`config.mk`:
```
export PLATFORM = sky130hd
export DESIGN_NAME = dp_demod
export DESIGN_NICKNAME = d
export VERILOG_FILES = /design/src/rtl/dp_demod.sv
export SDC_FILE = /design/constraint.sdc
export NUM_CORES = 1
export LEC_CHECK = 0
export ABC_AREA = 1
export CORE_MARGIN = 1.5
export CORE_UTILIZATION = 40
export CTS_CLUSTER_SIZE = 25
export DETAILED_ROUTE_END_ITERATION = 6
export GPL_TIMING_DRIVEN = 0
export MAX_ROUTING_LAYER = met4
export PLACE_DENSITY = 0.59
export SLEW_MARGIN = 20
export SYNTH_ARGS = -nofsm -noshare
export SYNTH_HDL_FRONTEND = slang
export SYNTH_SLANG_ARGS = --single-unit
```
`constraint.sdc`:
```
create_clock -name clk -period 10.71 [get_ports clk]
set_input_delay 2.6775 -clock clk [delete_from_list [all_inputs] [get_ports clk]]
set_output_delay 2.6775 -clock clk [all_outputs]
set_load 0.02 [all_outputs]
```
`src/rtl/dp_demod.sv`:
```
// rtl/dp_demod.sv - AM envelope / FM zero-crossing period demodulator
// Four register stages: capture, rectify, state update, output select.
module dp_demod #(
    parameter int HYST = 256
) (
    input  logic        clk,
    input  logic        rst,
    input  logic [15:0] i_data,
    input  logic        val_in,
    input  logic        c_fm_am,
    input  logic [15:0] per_nom,
    input  logic [3:0]  g_fm,
    input  logic [3:0]  k_am,
    output logic [15:0] o_data,
    output logic        val_out,
    output logic        o_lock
);
    typedef enum logic [1:0] {SEEK_LOW, SEEK_HIGH, TRACK_LOW, TRACK_HIGH} fsm_t;

    localparam logic signed [15:0] HYST_POS = 16'(HYST);
    localparam logic signed [15:0] HYST_NEG = -HYST_POS;

    logic signed [15:0] x1, x2, neg_x1;
    logic [14:0]        ax1, ax2;
    logic               m1, m2, m3;
    logic               v1, v2, v3;

    fsm_t               state, state_b, state_n;
    logic [23:0]        acc, acc_b, acc_n;
    logic [15:0]        cnt, cnt_b, cnt_n;
    logic [15:0]        fm_est, est_b, est_n;
    logic               lock_b, lock_n, mode_q, mode_chg;
    logic signed [24:0] acc_diff, acc_step, acc_sum;
    logic [16:0]        cnt_p1, per2;
    logic signed [16:0] per_diff;
    logic signed [31:0] per_shift;
    logic [15:0]        per_sat;
    logic               is_low, is_high, crossing, timeout;

    always_ff @(posedge clk or negedge rst) begin
        if (!rst) begin
            v1 <= 1'b0;
            x1 <= '0;
            m1 <= 1'b0;
        end else begin
            v1 <= val_in;
            if (val_in) begin
                x1 <= i_data;
                m1 <= c_fm_am;
            end
        end
    end

    // -32768 has no positive counterpart, so it rectifies to full scale.
    assign neg_x1 = -x1;
    always_comb begin
        ax1 = 15'(x1);
        if (x1 == 16'sh8000)
            ax1 = 15'h7FFF;
        else if (x1[15])
            ax1 = 15'(neg_x1);
    end

    always_ff @(posedge clk or negedge rst) begin
        if (!rst) begin
            v2  <= 1'b0;
            x2  <= '0;
            ax2 <= '0;
            m2  <= 1'b0;
        end else begin
            v2 <= v1;
            if (v1) begin
                x2  <= x1;
                ax2 <= ax1;
                m2  <= m1;
            end
        end
    end

    // A mode change restarts both detectors from a clean state before this sample.
    assign mode_chg = (m2 != mode_q);
    assign acc_b    = mode_chg ? '0 : acc;
    assign cnt_b    = mode_chg ? '0 : cnt;
    assign est_b    = mode_chg ? '0 : fm_est;
    assign lock_b   = mode_chg ? 1'b0 : o_lock;
    assign state_b  = mode_chg ? SEEK_LOW : state;

    assign acc_diff = $signed({2'b00, ax2, 8'h00}) - $signed({1'b0, acc_b});
    assign acc_step = acc_diff >>> k_am;
    assign acc_sum  = $signed({1'b0, acc_b}) + acc_step;
    assign acc_n    = 24'(acc_sum);

    assign is_high  = (x2 >= HYST_POS);
    assign is_low   = (x2 <= HYST_NEG);
    assign cnt_p1   = {1'b0, cnt_b} + 17'd1;
    assign per2     = {per_nom, 1'b0};
    assign crossing = (state_b == TRACK_HIGH) && is_high;
    assign timeout  = (cnt_p1 >= per2);

    assign per_diff  = $signed({1'b0, per_nom}) - $signed(cnt_p1);
    assign per_shift = {{15{per_diff[16]}}, per_diff} <<< g_fm;

    always_comb begin
        per_sat = 16'(per_shift);
        if (per_shift > 32'sd32767)
            per_sat = 16'h7FFF;
        else if (per_shift < -32'sd32768)
            per_sat = 16'h8000;
    end

    always_comb begin
        state_n = state_b;
        cnt_n   = cnt_b;
        est_n   = est_b;
        lock_n  = lock_b;
        case (state_b)
            SEEK_LOW: begin
                if (is_low)
                    state_n = SEEK_HIGH;
            end
            SEEK_HIGH: begin
                if (is_high) begin
                    state_n = TRACK_LOW;
                    cnt_n   = '0;
                end
            end
            default: begin
                if (crossing) begin
                    state_n = TRACK_LOW;
                    cnt_n   = '0;
                    est_n   = per_sat;
                    lock_n  = 1'b1;
                end else if (timeout) begin
                    state_n = SEEK_LOW;
                    cnt_n   = '0;
                    est_n   = '0;
                    lock_n  = 1'b0;
                end else begin
                    cnt_n = cnt_p1[16] ? 16'hFFFF : 16'(cnt_p1);
                    if ((state_b == TRACK_LOW) && is_low)
                        state_n = TRACK_HIGH;
                end
            end
        endcase
    end

    always_ff @(posedge clk or negedge rst) begin
        if (!rst)
            state <= SEEK_LOW;
        else if (v2)
            state <= state_n;
    end

    always_ff @(posedge clk or negedge rst) begin
        if (!rst) begin
            acc    <= '0;
            cnt    <= '0;
            fm_est <= '0;
            o_lock <= 1'b0;
            mode_q <= 1'b0;
            v3     <= 1'b0;
            m3     <= 1'b0;
        end else begin
            v3 <= v2;
            if (v2) begin
                acc    <= acc_n;
                cnt    <= cnt_n;
                fm_est <= est_n;
                o_lock <= lock_n;
                mode_q <= m2;
                m3     <= m2;
            end
        end
    end

    always_ff @(posedge clk or negedge rst) begin
        if (!rst) begin
            val_out <= 1'b0;
            o_data  <= '0;
        end else begin
            val_out <= v3;
            if (v3)
                o_data <= m3 ? fm_est : acc[23:8];
        end
    end
endmodule

```
# Word level (Yosys, flattened, before mapping)
# Cells that the tools add are included.
totals:
  wordCells: 64
  output_inout_bits: 18
  inputBits: 44
  regBits: 129
classes:
  n_mux: 27
  add_sub_neg: 5
  eq_ne: 5
  order_cmp: 5
  n_reduce_logical: 4
  shift: 2
op_table:
  columns: ["op", "count"]
  rows:
  - ["16-bit two-way mux", 12]
  - ["32-bit by 16-bit greater-than comparator with 1-bit output, second input constant", 1]
  - ["32-bit by 16-bit < comparator with 1-bit output, second input constant", 1]
  - ["16-bit one-hot mux with 2 select lines", 1]
  - ["32-bit by 4-bit <<< shifter with 32-bit output", 1]
  - ["15-bit two-way mux", 2]
  - ["25-bit by 4-bit >>> shifter with 24-bit output", 1]
  - ["23-bit by 24-bit subtractor with 25-bit output", 1]
  - ["24-bit adder", 1]
  - ["24-bit two-way mux", 1]
  - ["16-bit by 1-bit adder with 17-bit output, second input constant", 1]
  - ["17-bit >= comparator", 1]
  - ["17-bit subtractor", 1]
  - ["16-bit equality test, second input constant", 1]
  - ["16-bit by 10-bit >= comparator with 1-bit output, second input constant", 1]
  - ["16-bit by 9-bit <= comparator with 1-bit output, second input constant", 1]
  - ["15-bit negator", 1]
  - ["2-bit two-way mux", 6]
  - ["2-bit equality test, second input constant", 2]
  - ["1-bit two-way mux", 4]
  - ["2-bit one-hot mux with 2 select lines", 1]
  - ["2-bit by 1-bit equality test with 1-bit output, second input constant", 1]
  - ["1-bit logical AND", 2]
  - ["2-bit zero test", 1]
  - ["other kinds (2)", 2]

# Depth between registers and ports, before layout
logic_depth:
  ltp_word: 10
  ltp_mapped: 50
  ltp_nobuf: 45

# Least setup slack after synthesis
# No wires, ideal clock.
synth_path:
  path_kind: "input to register"
  start: "input k_am[0]"
  end: "register acc[22]"
  required_ps: 10627
  cell_stages: 28
  arrival_time_ps: 6545
  path_slack_ps: 4082
  path_buffers: 2
  setup_time_ps: 83
  path_cell_list: "clkbuf_1 buf_1 nand2_1 o21ai_0 nor2_1 a31oi_1 mux2i_1 o21ai_0 fa_1 a21oi_1 nor2_1 nor2_1 nor2_1 nor2_1 o21bai_1 nand2_1 nand2_1 a21oi_1 o21ai_0 a21oi_1 o31ai_1 a21boi_0 o21ai_0 a21oi_1 nor2_1 nor2_1 xor2_1 o21ai_0"
synth_between:
  elab_chain_len: 2
synth_lines:
  columns: ["item", "line", "source"]
  rows:
  - ["start: declaration", "13", "input logic [3:0] k_am,"]
  - ["25-bit by 4-bit >>> shifter with 24-bit output", "89", "assign acc_step = acc_diff >>> k_am;"]
  - ["24-bit adder", "90", "assign acc_sum = $signed({1'b0, acc_b}) + acc_step;"]
  - ["end signal: assignment", "166", "acc <= acc_n;"]
  - ["end: declaration", "29", "logic [23:0] acc, acc_b, acc_n;"]
# Every way passes these cells.
# A chain may end at the register's enable or synchronous reset.

# Final worst setup path
layout_path:
  start: "register m2"
  end: "register acc[22]"
layout_between:
  elab_chain_len: 5
layout_lines:
  columns: ["item", "line", "source"]
  rows:
  - ["start: declaration", "25", "logic m1, m2, m3;"]
  - ["start signal: assignment", "75", "m2 <= m1;"]
  - ["1-bit != test *", "81", "assign mode_chg = (m2 != mode_q);"]
  - ["24-bit two-way mux *", "82", "assign acc_b = mode_chg ? '0 : acc;"]
  - ["23-bit by 24-bit subtractor with 25-bit output", "88", "assign acc_diff = $signed({2'b00, ax2, 8'h00}) - $signed({1'b0, acc_b});"]
  - ["25-bit by 4-bit >>> shifter with 24-bit output", "89", null]
  - ["24-bit adder *", "90", null]
# Mark *: on every way between the ends. The rest lies on a longest branch, timed or not.

==> reports/metrics.cfg <==
[status]
status = completed

[logic_synthesis]
synthFlopType = dfrtp_1
yosysMostFrequentCell = nand2_1
synth_edf_count = 0
ys_types = 53
syn_area_per_cell_um2 = 6.477
netlist.top_cell.by_area = dfrtp_1
syn-cell-area_um2 = 12120
async_flop_share_pct = 100.0
synth_top_area_share_pct = 26.64
synth-seq-cells = 129
synth_area_leaders = dfrtp_1 27%, nand2_1 15%, inv_1 7.3%
synthCells = 1871
ys.warnings.count = 0
synthTopCellsByCount = 488 x nand2_1, 235 x inv_1, 169 x o21ai_0
yosysSeqAreaShare_pct = 26.64
synth.net_count = 1986

[setup_path]
cp_max_fo = 10
worstSetupEndpointType = flip-flop
crit_slowest_cell = buf_1
crit_path_max_incr_delay_ns = 0.47
path_buf_inv = 7
crit_family = compound AO/OA/AOI/OAI gates
start_kind = flip-flop
criticalPathCategory = flip-flop to flip-flop
cp.arrival_ns = 8.58
required_ns = 10.99

[pwr]
switching_share_pct = 46.95
combPwrFrac_pct = 58.5
leakage_nw = 6.725
power_switching_w = 0.001464
pwr-share-seq_pct = 22.5
vdd_drop_max_v = 0.0001470
pwr-share-clk_pct = 19.0
intPower_w = 0.001655
power.density_nw_per_um2 = 225.8

[floorplanning]
die-height_um = 177.1
rows = 63
start_util_pct = 40.78
die_area_um2 = 31350
die_w_um = 177.1
io_pins = 62
coreArea_um2 = 29720

[cts]
cts_resized = 0
ctsHoldBuffers = 0
cts.htree.levels = 4
clock_latency_ns = 0.42
cts_sinks = 129
cts_setup_buffers = 0
clock_tree.root_cell = clkbuf_16
cts.path.max_buffers = 2
tritoncts = done
cts_buffers = 17
clk_pin_slew_worst_paths_ns = 0.06

[sta]
setup_viol = 0
worst_pin_slew_ns = 0.7299
maxSlewViolCount = 0
hold_ws_ns = 0.4642
finalClockSkew_ns = 0.01003
fin_crit_sh_pct = 77.52
rsz0062_at_grt = no
fmax_mhz = 120.5
fin_crit_ns = 8.302
final.setup.tns_ns = 0
hold_violations = 0
slew_headroom_pct = 51.16

[detailed_routing]
firstDrtPassIters = 5
vias = 12160
routed_wl_um = 35850
wl_met3_um = 1375
via_per_inst = 5.177
top_layer_used = met4
drt_iter0_markers = 984
wl_met2_um = 15930
met1Wirelength_um = 18080
ant_nets = 0
drc = 0
routedWlPerCell_um = 15.26

[finish]
area_delta_synth_final_pct = 13.97
drive_gt1_share_pct = 6.585
layoutNonFillerInstCount = 2349
post-route-cell-area_um2 = 13810
antenna_cells = 0
nNetsFinal = 2063

[grt]
grt_pass1_wl_um = 59400
antenna_found_initial = 0
grt_pass1_vias = 11620
grt_start_max_net_pins = 94
grt_use_total_pct = 24.45
grt_overflow = 0

[place]
dp_hpwl_um = 29370
globalplace.congestion = 0.9245
portBuffers = 57
placed_cells = 2319
dpl_cell_area_um2 = 13210

[flow_run]
cap_violations = 0

[worst_hold_path]
hold_class = flip-flop to flip-flop

metal layers:
layer,GRT usage [%],vias to the layer above
li1,-,6313
met1,33.76,5518
met2,37.96,299
met3,2.921,31
met4,5.968,0
met5,-,-
metrics by stage:
| step | worst slack, ns | util [%] | total power, W |
|---|---|---|---|
| 4_1_cts | 2.301 | 46.48 | 0.003122 |
| 3_3_place_gp | 1.784 | 44.34 | 0.002497 |
| 3_5_place_dp | 2.359 | 44.45 | 0.002515 |
| 6_report | 2.408 | 46.48 | 0.003119 |
| 5_1_grt | 1.230 | 46.48 | 0.003427 |
| 2_1_floorplan | 4.082 | - | 0.002048 |
layout by cell type (no fill, tap or decap), types with 17 or more instances in the layout:
master | Yosys | final
nand2_1 | 488 | 488
inv_1 | 235 | 235
o21ai_0 | 169 | 169
nor2_1 | 165 | 165
dfrtp_1 | 129 | 129
nand3_1 | 123 | 123
a21oi_1 | 82 | 82
ha_1 | 69 | 69
clkbuf_1 | 60 | 61
clkdlybuf4s50_1 | 0 | 56
a31oi_1 | 48 | 48
xor2_1 | 38 | 38
nand4_1 | 38 | 38
xnor2_1 | 21 | 21
nand2_2 | 20 | 20
nand3_2 | 17 | 17
clkbuf_16 | 0 | 17
power by group through the flow:
| stage | Sequential, W | Clock, W | Combinational [W] |
|---|---|---|---|
| after floorplan | 0.000702 | 0 | 0.00135 |
| after global placement | 0.000706 | 0 | 0.00179 |
| after detailed placement | 0.000707 | 0 | 0.00181 |
| after CTS | 0.000700 | 0.000605 | 0.00182 |
| after global routing | 0.000717 | 0.000625 | 0.00208 |
| final | 0.000701 | 0.000594 | 0.00182 |
cells by family after synthesis:
group / Yosys count / synth area share (%)
AOI/OAI and AO/OA: 371 / 17.30
xor gates and xnor gates: 59 / 4.264
adders and majority gates: 71 / 7.454
buffers and inverters: 330 / 10.71
DFF: 129 / 26.64
muxes: 9 / 0.7640
and+or+nand+nor: 902 / 32.87
worst register-to-register path, delay by kind of cell, from the launching register on:
| family | cells | cell delay, ns |
|---|---|---|
| compound gates | 15 | 3.10 |
| buf+inv | 7 | 1.76 |
| simple gates | 15 | 1.59 |
| fa+ha+maj | 3 | 0.66 |
| flops | 1 | 0.43 |
| xor+xnor | 2 | 0.34 |
| mux | 2 | 0.27 |
flip-flops by register name (all words and copies together), names as in the netlist, 2 cells and up:
name	cells
cnt	16
acc	24
ax2	15
state	2
x1	16
x2	16
fm_est	16
o_data	16
worst paths after layout:
path | to | start | cells after the start | slack [ns]
max in group asynchronous | acc[15] | rst | 2 | 7.83
worst max-delay path | acc[22] | m2 | 44 | 2.41
worst min register to register | v3 | v2 | 0 | 0.46
worst max register to register | acc[22] | m2 | 44 | 2.41
worst min-delay path | v3 | v2 | 0 | 0.46
min in group asynchronous | x2[4] | rst | 1 | 2.12
layout make-up:
| class | instances | area, um^2 |
|---|---|---|
| clock inverters | 9 | 131.4 |
| inverters | 246 | 930.9 |
| flip-flops and latches | 129 | 3228 |
| plain buffers | 84 | 366.6 |
| multi-input cells | 1412 | 7594 |
| well taps | 390 | 488.0 |
| clock buffers | 21 | 470.5 |
| fillers | 3174 | 15910 |
| repair buffers | 58 | 603.1 |
Power figures use the tool's default switching activity.
